--- src/rtl/cdc_loopback_mc_if.sv ---
// Byte-stream bundle between usb_cdc and the multi-channel loopback core.
// Each channel owns an 8-bit OUT lane, an 8-bit IN lane, a 2-bit mode and an AW+1 bit level.
interface cdc_loopback_mc_if #(
  parameter int CHANNELS = 1,
  parameter int AW       = 4
);
  logic [8*CHANNELS-1:0]      out_data_i;
  logic [CHANNELS-1:0]        out_valid_i;
  logic [CHANNELS-1:0]        out_ready_o;
  logic [8*CHANNELS-1:0]      in_data_o;
  logic [CHANNELS-1:0]        in_valid_o;
  logic [CHANNELS-1:0]        in_ready_i;
  logic [2*CHANNELS-1:0]      mode_i;
  logic [(AW+1)*CHANNELS-1:0] level_o;

  modport slave (
    input  out_data_i, out_valid_i, in_ready_i, mode_i,
    output out_ready_o, in_data_o, in_valid_o, level_o
  );

  modport master (
    output out_data_i, out_valid_i, in_ready_i, mode_i,
    input  out_ready_o, in_data_o, in_valid_o, level_o
  );
endinterface

--- src/rtl/cdc_loopback_mc.sv ---
// Multi-channel byte loopback: per-channel FIFO with write-time transform,
// first-word-fall-through registered read head, and a hold/flush batching mode.
module cdc_loopback_mc #(
  parameter int CHANNELS    = 1,
  parameter int DEPTH       = 16,
  parameter int IDLE_CYCLES = 1000
) (
  input logic              clk_i,
  input logic              rst_i,
  cdc_loopback_mc_if.slave bus
);
  localparam int AW = (DEPTH > 1) ? $clog2(DEPTH) : 1;
  localparam int IW = $clog2(IDLE_CYCLES + 1);

  localparam logic [1:0] PASS  = 2'd0;
  localparam logic [1:0] HOLD  = 2'd1;
  localparam logic [1:0] DRAIN = 2'd2;

  localparam logic [AW:0]   FULL_LVL = (AW+1)'(DEPTH);
  localparam logic [IW-1:0] IDLE_MAX = IW'(IDLE_CYCLES);

  function automatic logic [7:0] xform(input logic [7:0] b, input logic [1:0] m);
    case (m)
      2'd1:    return ~b;
      2'd2:    return b + 8'd1;
      default: return b;
    endcase
  endfunction

  for (genvar c = 0; c < CHANNELS; c++) begin : g_ch
    logic [7:0]    mem [DEPTH];
    logic [AW-1:0] wr_ptr, rd_ptr, rd_ptr_nxt;
    logic [AW:0]   count, count_nxt;
    logic [IW-1:0] idle;
    logic [1:0]    state;
    logic [1:0]    mode;
    logic [7:0]    wdata, data_p1, head_nxt;
    logic          empty, full, wr_en, rd_en, vld_p1;

    assign mode   = bus.mode_i[2*c +: 2];
    assign empty  = (count == '0);
    assign full   = (count == FULL_LVL);
    assign wr_en  = bus.out_valid_i[c] & ~rst_i & ~full;
    assign vld_p1 = ~rst_i & ~empty & (state != HOLD);
    assign rd_en  = vld_p1 & bus.in_ready_i[c];
    assign wdata  = xform(bus.out_data_i[8*c +: 8], mode);

    assign rd_ptr_nxt = rd_ptr + AW'(rd_en);
    assign count_nxt  = count + (AW+1)'(wr_en) - (AW+1)'(rd_en);
    // Writing into an otherwise-empty FIFO makes the incoming byte the next head.
    assign head_nxt   = (wr_en && (wr_ptr == rd_ptr_nxt)) ? wdata : mem[rd_ptr_nxt];

    always_ff @(posedge clk_i) begin
      if (wr_en) mem[wr_ptr] <= wdata;
    end

    // Stage p1: pointers, occupancy and the registered read head
    always_ff @(posedge clk_i) begin
      if (rst_i) begin
        wr_ptr  <= '0;
        rd_ptr  <= '0;
        count   <= '0;
        data_p1 <= '0;
      end else begin
        wr_ptr <= wr_ptr + AW'(wr_en);
        rd_ptr <= rd_ptr_nxt;
        count  <= count_nxt;
        if (count_nxt != '0) data_p1 <= head_nxt;
      end
    end

    always_ff @(posedge clk_i) begin
      if (rst_i) begin
        state <= PASS;
        idle  <= '0;
      end else begin
        case (state)
          PASS:    if (mode == 2'd3) state <= HOLD;
          HOLD:    if (mode != 2'd3) state <= PASS;
                   else if (((idle == IDLE_MAX) && !empty) || full) state <= DRAIN;
          DRAIN:   if (mode != 2'd3) state <= PASS;
                   else if (rd_en && (count_nxt == '0)) state <= HOLD;
          default: state <= PASS;
        endcase
        // Idle timer only runs while holding a non-empty FIFO with no new traffic.
        if ((state == HOLD) && !wr_en && !empty) begin
          if (idle != IDLE_MAX) idle <= idle + IW'(1);
        end else begin
          idle <= '0;
        end
      end
    end

    assign bus.out_ready_o[c]              = ~rst_i & ~full;
    assign bus.in_valid_o[c]               = vld_p1;
    assign bus.in_data_o[8*c +: 8]         = data_p1;
    assign bus.level_o[(AW+1)*c +: (AW+1)] = count;
  end
endmodule

--- src/flat_wrapper.sv ---
// flat-port wrapper written by rule: the top's interface ports become plain ports
module cdc_loopback_mc_flat 
#(
  parameter int CHANNELS    = 1,
  parameter int DEPTH       = 16,
  parameter int IDLE_CYCLES = 1000
)
  (clk_i, rst_i, bus_out_data_i, bus_out_valid_i, bus_in_ready_i, bus_mode_i, bus_out_ready_o, bus_in_data_o, bus_in_valid_o, bus_level_o);
  cdc_loopback_mc_if #(.CHANNELS(CHANNELS), .AW(4)) bus_i ();
  input logic clk_i;
  input logic rst_i;
  input wire logic [$bits(bus_i.out_data_i)-1:0] bus_out_data_i;
  input wire logic [$bits(bus_i.out_valid_i)-1:0] bus_out_valid_i;
  input wire logic [$bits(bus_i.in_ready_i)-1:0] bus_in_ready_i;
  input wire logic [$bits(bus_i.mode_i)-1:0] bus_mode_i;
  output wire logic [$bits(bus_i.out_ready_o)-1:0] bus_out_ready_o;
  output wire logic [$bits(bus_i.in_data_o)-1:0] bus_in_data_o;
  output wire logic [$bits(bus_i.in_valid_o)-1:0] bus_in_valid_o;
  output wire logic [$bits(bus_i.level_o)-1:0] bus_level_o;
  assign bus_i.out_data_i = bus_out_data_i;
  assign bus_i.out_valid_i = bus_out_valid_i;
  assign bus_i.in_ready_i = bus_in_ready_i;
  assign bus_i.mode_i = bus_mode_i;
  assign bus_out_ready_o = bus_i.out_ready_o;
  assign bus_in_data_o = bus_i.in_data_o;
  assign bus_in_valid_o = bus_i.in_valid_o;
  assign bus_level_o = bus_i.level_o;
  cdc_loopback_mc #(.CHANNELS(CHANNELS), .DEPTH(DEPTH), .IDLE_CYCLES(IDLE_CYCLES)) u_core (.clk_i(clk_i), .rst_i(rst_i), .bus(bus_i));
endmodule
--- config.mk ---
export PLATFORM = sky130hd
export DESIGN_NAME = cdc_loopback_mc_flat
export DESIGN_NICKNAME = d
export VERILOG_FILES = /design/src/rtl/cdc_loopback_mc_if.sv /design/src/rtl/cdc_loopback_mc.sv /design/src/flat_wrapper.sv
export SDC_FILE = /design/constraint.sdc
export NUM_CORES = 1
export LEC_CHECK = 0
export CORE_MARGIN = 10
export CORE_UTILIZATION = 60
export CTS_BUF_LIST = sky130_fd_sc_hd__clkbuf_8
export CTS_CLUSTER_SIZE = 20
export DETAILED_ROUTE_END_ITERATION = 8
export PLACE_DENSITY = 0.76
export SLEW_MARGIN = 5
export SYNTH_ARGS = -nofsm -noshare
export SYNTH_HDL_FRONTEND = slang
export SYNTH_SLANG_ARGS = --single-unit
export TNS_END_PERCENT = 30
--- constraint.sdc ---
create_clock -name clk_i -period 5.2 [get_ports clk_i]
set_clock_uncertainty 0.15 [all_clocks]
set_input_delay 0.78 -clock clk_i [delete_from_list [all_inputs] [get_ports clk_i]]
set_output_delay 0.78 -clock clk_i [all_outputs]
set_load 0.01 [all_outputs]
# After elaboration in Yosys (flattened, before gate mapping)
# Memory sizes are Yosys's and may differ from the RTL's. A register that Yosys moved wholly into a read port is not among the register bits.
# Index checks and enable logic that the tools add are counted.
[totals] ff_bits=25 latchBits=0 ramBits=128 mem_bits_ro=0 in_bits=14 out_inout_bits=15 elab_cells=58 mem_count=1
[classes] add_sub_neg=6 multipliers=0 n_div=0 magnitude_cmp=0 n_eq_ne=13 n_shift=0 mux=9 n_bitwise=11 n_reduce_logical=13
[mem_list] name="u_core.g_ch[0].mem" words=16 word_bits=8 rd=1 rd_ports_with_merged_regs=1 write_ports=1 line_no="cdc_loopback_mc.sv:31" rtl="logic [7:0] mem [DEPTH];"
[op_table] op="8-bit one-hot mux with 2 select lines" count=1
[op_table] op="10-bit by 1-bit adder with 10-bit output, second input constant" count=1
[op_table] op="10-bit == test, second input constant" count=1
[op_table] op="5-bit zero test" count=2
[op_table] op="2-bit two-way mux" count=5
[op_table] op="10-bit inequality test, second input constant" count=1
[op_table] op="4-bit by 1-bit adder with 4-bit output" count=2
[op_table] op="8-bit by 1-bit adder with 8-bit output, second input constant" count=1
[op_table] op="8-bit NOT" count=1
[op_table] op="1-bit AND" count=6
[op_table] op="2-bit == test, second input constant" count=3
[op_table] op="3-bit by 1-bit inequality test with 1-bit output, second input constant" count=2
[op_table] op="2-bit one-hot mux with 3 select lines" count=1
[op_table] op="5-bit by 1-bit adder with 5-bit output" count=1
[op_table] op="5-bit == test, second input constant" count=1
[op_table] op="5-bit nonzero test" count=1
[op_table] op="5-bit by 1-bit subtractor with 5-bit output" count=1
[op_table] op="2-bit by 1-bit == test with 1-bit output, second input constant" count=2
[op_table] op="1-bit logical AND" count=4
[op_table] op="2-bit by 1-bit inequality test with 1-bit output, second input constant" count=2
[op_table] op="1-bit NOT" count=4
[op_table] op="3-bit AND reduction" count=1
[op_table] op="1-bit zero test" count=2
[op_table] op="2-bit zero test" count=1
[op_table] op="other kinds (4)" count=5

# Logic depth before layout (Yosys ltp)
# Gate-level depths: netlist of the first run.
[depth] word_depth=11 mapped_depth=16 depth_no_buf=16

# Worst setup path before layout of the first run
# No wires, ideal clock.
[synth_timing] kind="reg-to-reg" startpoint="register u_core.g_ch[0].count[3] (netlist: u_core.bus.level_o[3])" endpoint="register u_core.g_ch[0].data_p1[3] (netlist: u_core.bus.in_data_o[3]) (read register of u_core.g_ch[0].mem)" setup_time_ns=0.122 t_arrival_ns=3.667 required_time_ns=4.928 setup_slack_ns=1.262 path_stages_with_launch=16 path_buffers=0 period_less_slack_ns=3.938 cell_sequence="dfxtp_1 > inv_1 > ha_1 > nor3b_1 > a21oi_1 > nor2b_1 > and2_1 > ha_1 > inv_1 > ha_1 > fa_1 > xor2_1 > or3_4 > o311a_4 > and3_1 > a221o_1"
[synth_via] elab_chain_cells=7 elab_cells_between_ends=12 cone_classes="add/sub: 3; eq/ne: 1; bitwise: 6; reduce/logical: 2"
[synth_lines] element="start, declared" line_no="cdc_loopback_mc.sv:33" rtl="logic [AW:0] count, count_nxt;"
[synth_lines] element="start signal, assigned" line_no="cdc_loopback_mc.sv:67" rtl="count <= count_nxt;"
[synth_lines] element="5-bit zero test *" line_no="cdc_loopback_mc.sv:41" rtl="assign empty = (count == '0);"
[synth_lines] element="1-bit NOT *" line_no="cdc_loopback_mc.sv:44" rtl="assign vld_p1 = ~rst_i & ~empty & (state != HOLD);"
[synth_lines] element="1-bit AND * (2 in a row)" line_no="cdc_loopback_mc.sv:44"
[synth_lines] element="via bus_in_valid_o" line_no="flat_wrapper.sv:18" rtl="output wire logic [$bits(bus_i.in_valid_o)-1:0] bus_in_valid_o;"
[synth_lines] element="1-bit AND *" line_no="cdc_loopback_mc.sv:45" rtl="assign rd_en = vld_p1 & bus.in_ready_i[c];"
[synth_lines] element="5-bit by 1-bit subtractor with 5-bit output" line_no="cdc_loopback_mc.sv:49" rtl="assign count_nxt = count + (AW+1)'(wr_en) - (AW+1)'(rd_en);"
[synth_lines] element="5-bit nonzero test" line_no="cdc_loopback_mc.sv:68" rtl="if (count_nxt != '0) data_p1 <= head_nxt;"
[synth_lines] element="end, declared" line_no="cdc_loopback_mc.sv:37" rtl="logic [7:0] wdata, data_p1, head_nxt;"
# Mark *: on every way through the listed nets, which the timed path passes. The rest lies on a longest branch.
# A chain may end at the register's enable or synchronous reset.

# Worst setup path after layout of the first run
[layout_timing] startpoint="register u_core.g_ch[0].count[3] (netlist: u_core.bus.level_o[3])" endpoint="register u_core.g_ch[0].data_p1[2] (netlist: u_core.bus.in_data_o[2]) (read register of u_core.g_ch[0].mem)"
[layout_via] elab_chain_cells=7 elab_cells_between_ends=12 cone_classes="add/sub: 3; eq/ne: 1; bitwise: 6; reduce/logical: 2"
[layout_lines] element="parallel branches: the longest is 7 deep, another holds 5-bit by 1-bit adder with 5-bit output"
# Several ways; the timed one is not identified.

==> impl_results.md, run 1 <==
* Final Non-Filler Cells at 700
* VDD IR-drop max at 0.346 mV
* Crit Path Class: flop to flop
* Top-area cell type share of the netlist area at 0.544
* H-tree levels at 4
* Area Growth Syn to Fin at 11.3%
* Post-DP HPWL at 9810 µm
* Total core area at 11,500 µm²
* Max-cap violations at 0
* Hold_buf cts at 0
* Clock transition at the registers of the reported paths at 0.09 ns
* Max clock buf depth at 2
* Total wire length at 14,600 µm
* Tmin final at 4.33 ns
* Total power at 3150 µW
* Lkg Pwr at 0.00263 µW
* Critical path origin: u_core.bus.level_o[3]
* Post-Syn Nets at 535
* Row count at 39
* Pwr dens at 401 nW/µm²
* GRT Overall Usage at 0.182
* Largest area contributor in the netlist: edfxtp_1
* Post-Syn Area at 7060 µm²
* Max Fanout on Critical Path at 8
* RSZ-0062 raised after global routing: no
* Final hold viol count at 0
* CTS tree: yes
* Cts bufs inserted at 17
* P_sw at 976 µW
* Pint at 2180 µW
* Largest net degree at the start of global routing at 27
* Die width at 128 µm
* Layout cells sized above 1 at 0.144
* R2r startpoint: u_core.bus.level_o[3]
* CP endpoint kind: flop
* Drt initial violations at 495
* Sequential share of power at 0.480
* CTS Root Buffer Type: clkbuf_8
* Yosys warns at 0
* Switch share at 0.310
* Worst EP required at 5.39 ns
* Post-synth cell types at 56
* Initial antenna violation count at 0
* Slew margin rel. at 0.150
* First-pass GRT wire length at 23,300 µm
* I/O Buffers at 28
* Seq cells post-synth at 161
* Gpl congestion at 0.857
* Post-CTS Resized at 0
* Achievable Freq at 0.231 GHz
* Pre-Repair DR Iteration Count at 4
* Drc violations at 0
* Setup TNS at 0 ns
* Final cycle utilization of the critical path at 0.834
* Async SR Flop Fraction at 0
* Final hold slack at 0.355 ns
* EDFF count, synth at 128
* Drt wl/cell at 20.9 µm
* Number of I/O pins at 29
* Syn avg cell area at 14.0 µm²
* Clock Sinks at 161
* Slew at the pin closest to its max-slew limit at 1.28 ns
* Inst Count DP at 668
* R2R cell count at 15
* Post-synthesis instance total at 504
* Die area at 16,500 µm²
* Via count at 4,331
* Grt ovf at 0
* Vias in the first global route at 4,287
* Worst-Skew Late Latency at 0.44 ns
* Clock power share at 0.253
* Post-CTS Setup Bufs at 0
* Fin nets at 575
* DP Area at 7510 µm²
* HP Class: flop to flop
* Reg2reg setup slack at 0.87 ns
* RR Endpoint: u_core.bus.in_data_o[2]
* Status: complete, no violations
* Crit start category: flop
* Routed Antenna Nets at 0
* Comb power frac at 0.267
* Vias per cell at 6.19
* Seq/Total Area, Yosys at 0.638
* Top cells by area, synth: edfxtp_1, dfxtp_1, mux4_2, ha_1, nand2_1
* Main synth FF type: edfxtp_1
* Final setup vio count at 0
* # diodes at 0
* Critical Path AT at 4.53 ns
* Die height at 128 µm
* Pins Over Slew Limit at 0
* Initial Util at 0.616
* Design Area, Final at 7860 µm²
* Critical Path Sink: u_core.bus.in_data_o[2]
-- power by group through the flow --
stage / Clock [µW] / Combinational (µW) / Sequential, µW
6_report: 796 / 842 / 1510
5_1_grt: 863 / 917 / 1520
4_1_cts: 809 / 845 / 1510
3_5_place_dp: 0 / 842 / 1540
3_3_place_gp: 0 / 829 / 1540
2_1_floorplan: 0 / 583 / 1540
-- stage by stage --
step | worst slack, ns | utilization
after floorplan | 1.26 | -
after global placement | 0.971 | 0.655
after detailed placement | 0.855 | 0.655
after CTS | 0.911 | 0.685
after global routing | 0.601 | 0.685
final | 0.866 | 0.685
-- layout by cell type, fill, tap and decap left out, types with 2 or more instances in the layout --
cell type / instances
mux2_2: 5
buf_4: 15
mux4_2: 20
xor2_1: 13
clkbuf_8: 17
o21ai_0: 5
nand2b_1: 4
nor2_1: 41
nand3_1: 32
and3_1: 4
ha_1: 16
nand4_1: 6
clkinv_4: 4
xnor2_1: 10
nor3_1: 5
mux2i_1: 17
and2_0: 4
a21o_1: 2
dfxtp_1: 33
inv_1: 15
a221o_1: 9
a21oi_1: 8
inv_6: 3
nand2_1: 53
clkinvlp_4: 5
clkdlybuf4s50_1: 28
nor2b_1: 11
nor4_1: 3
clkinv_2: 2
and2_1: 7
o22ai_1: 2
edfxtp_1: 128
a22oi_1: 5
-- cell usage after synthesis, types with 4 or more instances --
cell type  count
nor3_1         5
edfxtp_1     128
mux2i_1       17
nor2_1        41
nor2b_1       11
mux2_2         5
xor2_1        14
nand2_1       53
nand3_1       32
inv_1         15
and2_1         7
dfxtp_1       33
a221o_1        9
a21oi_1        8
nand2b_1       4
o21ai_0        5
mux4_2        20
and2_0         4
ha_1          16
buf_2          4
clkbuf_1       8
xnor2_1       10
buf_4          5
and3_1         4
nand4_1        6
a22oi_1        5
-- sequential cells by signal, summed over array words and instances (netlist names) --
signal	count
u_core.g_ch.mem	128
u_core.g_ch.idle	10
u_core.bus.in_data_o	8
u_core.bus.level_o	5
u_core.g_ch.rd_ptr	4
u_core.g_ch.wr_ptr	4
u_core.g_ch.state	2
-- critical path, stage by stage, from the launching register on --
cell and delay [ns]:
dfxtp_1 0.34, inv_1 0.08, ha_1 0.14, nor3b_1 0.60, a21oi_1 0.22, nor2b_1 0.19, and2_1 0.19, ha_1 0.28
inv_1 0.04, ha_1 0.20, fa_1 0.41, xor2_1 0.19, or3_4 0.36, o311a_4 0.43, nor2b_1 0.14, a221o_1 0.26
-- metal layers --
layer  track usage  wire length, µm
met1         0.253             6250
met2         0.280             6990
met3        0.0316             1140
met4        0.0715              239
met5             0                0
-- area by class of cell --
type                            count  area [µm²]
Clock buffer                       17         234
Clock inverter                     15         113
Fill cell                         769        3610
Inverter                           15        56.3
Multi-Input combinational cell    306        2380
Sequential cell                   161        4500
Tap cell                          143         179
Timing Repair Buffer               43         393
-- cells by family after synthesis --
group                    count (synthesis)  synth area share
AO/OA/AOI/OAI                           44            0.0516
multiplexers                            43            0.0975
AND/OR/NAND/NOR                        177             0.120
buffers and inverters                   37            0.0284
XOR/XNOR                                25            0.0331
flip-flops                             161             0.638
adder cells (fa/ha/maj)                 17            0.0312
-- worst min-delay path by stage --
stage / cells past startpoint / end / start / slack, ns
floorplan: 2 / u_core.g_ch[0].idle[9] / u_core.g_ch[0].idle[9] / 0.33
global placement: 1 / u_core.bus.in_data_o[2] / u_core.bus.in_data_o[2] / 0.33
detailed placement: 1 / u_core.bus.in_data_o[3] / u_core.bus.in_data_o[3] / 0.33
CTS: 1 / u_core.bus.in_data_o[3] / u_core.bus.in_data_o[3] / 0.35
global route: 1 / u_core.bus.in_data_o[3] / u_core.bus.in_data_o[3] / 0.36
finish: 1 / u_core.bus.in_data_o[3] / u_core.bus.in_data_o[3] / 0.35
Power figures use the tool's default switching activity.
==> run 2: changes to the inputs <==
- clock period: 5.2 -> 4 ns (I/O delays scaled with it)
==> run 2 against run 1 <==
  * Global-route usage is 0.55 points higher
  * Clock power is 42% higher
  * Core utilization is 2.1 points higher
  * Via count is 1.8% higher
  * Clock-buffer cell count stayed put
  * Cell count is 3.0% higher
  * Power is 36% higher
  * First-iteration DRC count is 1.6% lower
  * Sequential share of layout area is 1.7 points lower
  * Fmax is 13% higher
  * Critical endpoint is now u_core.bus.in_data_o[3]
  * Largest cell class unchanged
  * Highest routed layer unchanged
==> impl_results.md, run 2 (synthesis gave the netlist of run 1 again) <==
* Crit Path Class: flop to flop
* Crit start category: flop
* Finished Core Util at 0.707
* Drt wl/cell at 21.1 µm
* Drc violations at 0
* Initial antenna violation count at 0
* H-tree levels at 4
* Total core area at 11,500 µm²
* Final cycle utilization of the critical path at 0.957
* Largest net degree at the start of global routing at 27
* Worst-Skew Late Latency at 0.45 ns
* Met1 Use GR at 0.246
* Die width at 128 µm
* Tmin final at 3.83 ns
* Status: complete, no violations
* I/O Buffers at 28
* Busiest grt layer: met2
* Row count at 39
* Reg2reg setup slack at 0.17 ns
* Fin nets at 596
* Max-cap violations at 0
* Final setup vio count at 0
* Post-CTS Resized at 0
* CP endpoint kind: flop
* CP Buf/Inv Count at 2
* Drt initial violations at 487
* Max Fanout on Critical Path at 8
* Slew margin rel. at 0.391
* Initial Util at 0.616
* Clock transition at the registers of the reported paths at 0.08 ns
* Cts bufs inserted at 17
* Hold_buf cts at 0
* CP most frequent cell: ha_1
* Vias per cell at 6.12
* Clock Sinks at 161
* Setup TNS at 0 ns
* CTS tree: yes
* Routed Antenna Nets at 0
* Die height at 128 µm
* Met3 usage at 0.0419
* Post-DP HPWL at 10,100 µm
* Critical Path AT at 4.01 ns
* Grt ovf at 0
* Slew at the pin closest to its max-slew limit at 0.911 ns
* CTS Root Buffer Type: clkbuf_8
* Met2 Use GR at 0.295
* Die area at 16,500 µm²
* Via count at 4,410
* # diodes at 0
* Slowest stage cell on the critical path: o311a_4
* VDD IR-drop max at 0.501 mV
* Lkg Pwr at 0.00279 µW
* Pwr dens at 529 nW/µm²
* CP cell instances: inv_1 > ha_1 > nor3b_4 > a21oi_1 > nor2b_2 > and2_1 > ha_1 > inv_1 > ha_1 > fa_1 > xor2_1 > or3_4 > o311a_4 > and3_1 > a221o_1
* Max reg flops at 128
* Achievable Freq at 0.261 GHz
* Largest stage delay, worst path at 0.42 ns
* Fillers at 764
* Area Growth Syn to Fin at 14.8%
* Number of I/O pins at 29
* Post-CTS Setup Bufs at 0
* Most flop-heavy register: u_core.g_ch.mem
* Max clock buf depth at 2
* Total wire length at 15,200 µm
* HP Class: flop to flop
* Commonest cells after routing, fill and taps aside: edfxtp_1, nand2_1, nor2_1
* Pins Over Slew Limit at 0
* Commonest non-fill, non-tap cell in the layout: edfxtp_1
* Layout cells sized above 1 at 0.175
* RSZ-0062 raised after global routing: no
* Vias in the first global route at 4,341
* GRT Overall Usage at 0.187
* Pre-Repair DR Iteration Count at 6
* First-pass GRT wire length at 23,500 µm
* Final hold viol count at 0
* Gpl congestion at 0.841
* Worst EP required at 4.18 ns
* Family with the most delay on the worst path: simple AND/OR/NAND/NOR gates
[run 2: cell types whose count changed in the layout (fill, tap and decap cells not counted)]
cell        change
buf_4          +18
clkinvlp_4      -4
buf_12          +3
bufinv_16       +2
inv_1           +2
inv_6           -2
a21oi_1         -1
a21oi_2         +1
clkinv_1        +1
clkinv_4        +1
nor2b_1         -1
nor2b_2         +1
nor3b_1         -1
nor3b_4         +1
[run 2: path summary, 6_finish.rpt]
check / startpoint / to / cells after the start
setup / recovery: u_core.bus.level_o[3] / u_core.bus.in_data_o[3] / 15
hold / removal: u_core.bus.in_data_o[4] / u_core.bus.in_data_o[4] / 1
setup reg to reg: u_core.bus.level_o[3] / u_core.bus.in_data_o[3] / 15
hold reg to reg: u_core.bus.in_data_o[4] / u_core.bus.in_data_o[4] / 1
[run 2: cell type report]
class,count,area [µm²],area share
timing repair buffer,64,588,0.0726
clock inverter,15,145,0.0179
multi-input combinational,306,2400,0.296
clock buffer,17,234,0.0289
inverter,15,56.3,0.00695
tap,143,179,0.0221
sequential,161,4500,0.556
[run 2: power breakdown]
| part | internal [µW] | total, µW | switching (µW) |
|---|---|---|---|
| Clock | 549 | 1130 | 583 |
| Combinational | 551 | 1180 | 634 |
| Sequential | 1910 | 1970 | 61.8 |
| Total | 3010 | 4290 | 1280 |
[run 2: per-layer routing]
metal	vias up	routed length, µm
li1	2002	-
met2	186	7290
met5	-	0
met4	0	381
met1	2192	6540
met3	30	987
[run 2: through the flow]
step / setup WS (ns) / area, µm² / cells / hold slack [ns] / power, µW
global placement: 0.0464 / 7710 / 689 / 0.337 / 3140
finish: 0.170 / 8110 / 721 / 0.356 / 4290
CTS: 0.0599 / 8090 / 721 / 0.352 / 4280
floorplan: 0.0616 / 7060 / 504 / 0.326 / 2770
global route: 0.000348 / 8110 / 721 / 0.381 / 4470
detailed placement: -0.0166 / 7710 / 689 / 0.332 / 3170
==> run 3: changes to the inputs <==
- CTS_CLUSTER_SIZE: 20 -> 28
==> results of run 3 <==
The final DEF is identical to that of run 2; final timing and power are the same.
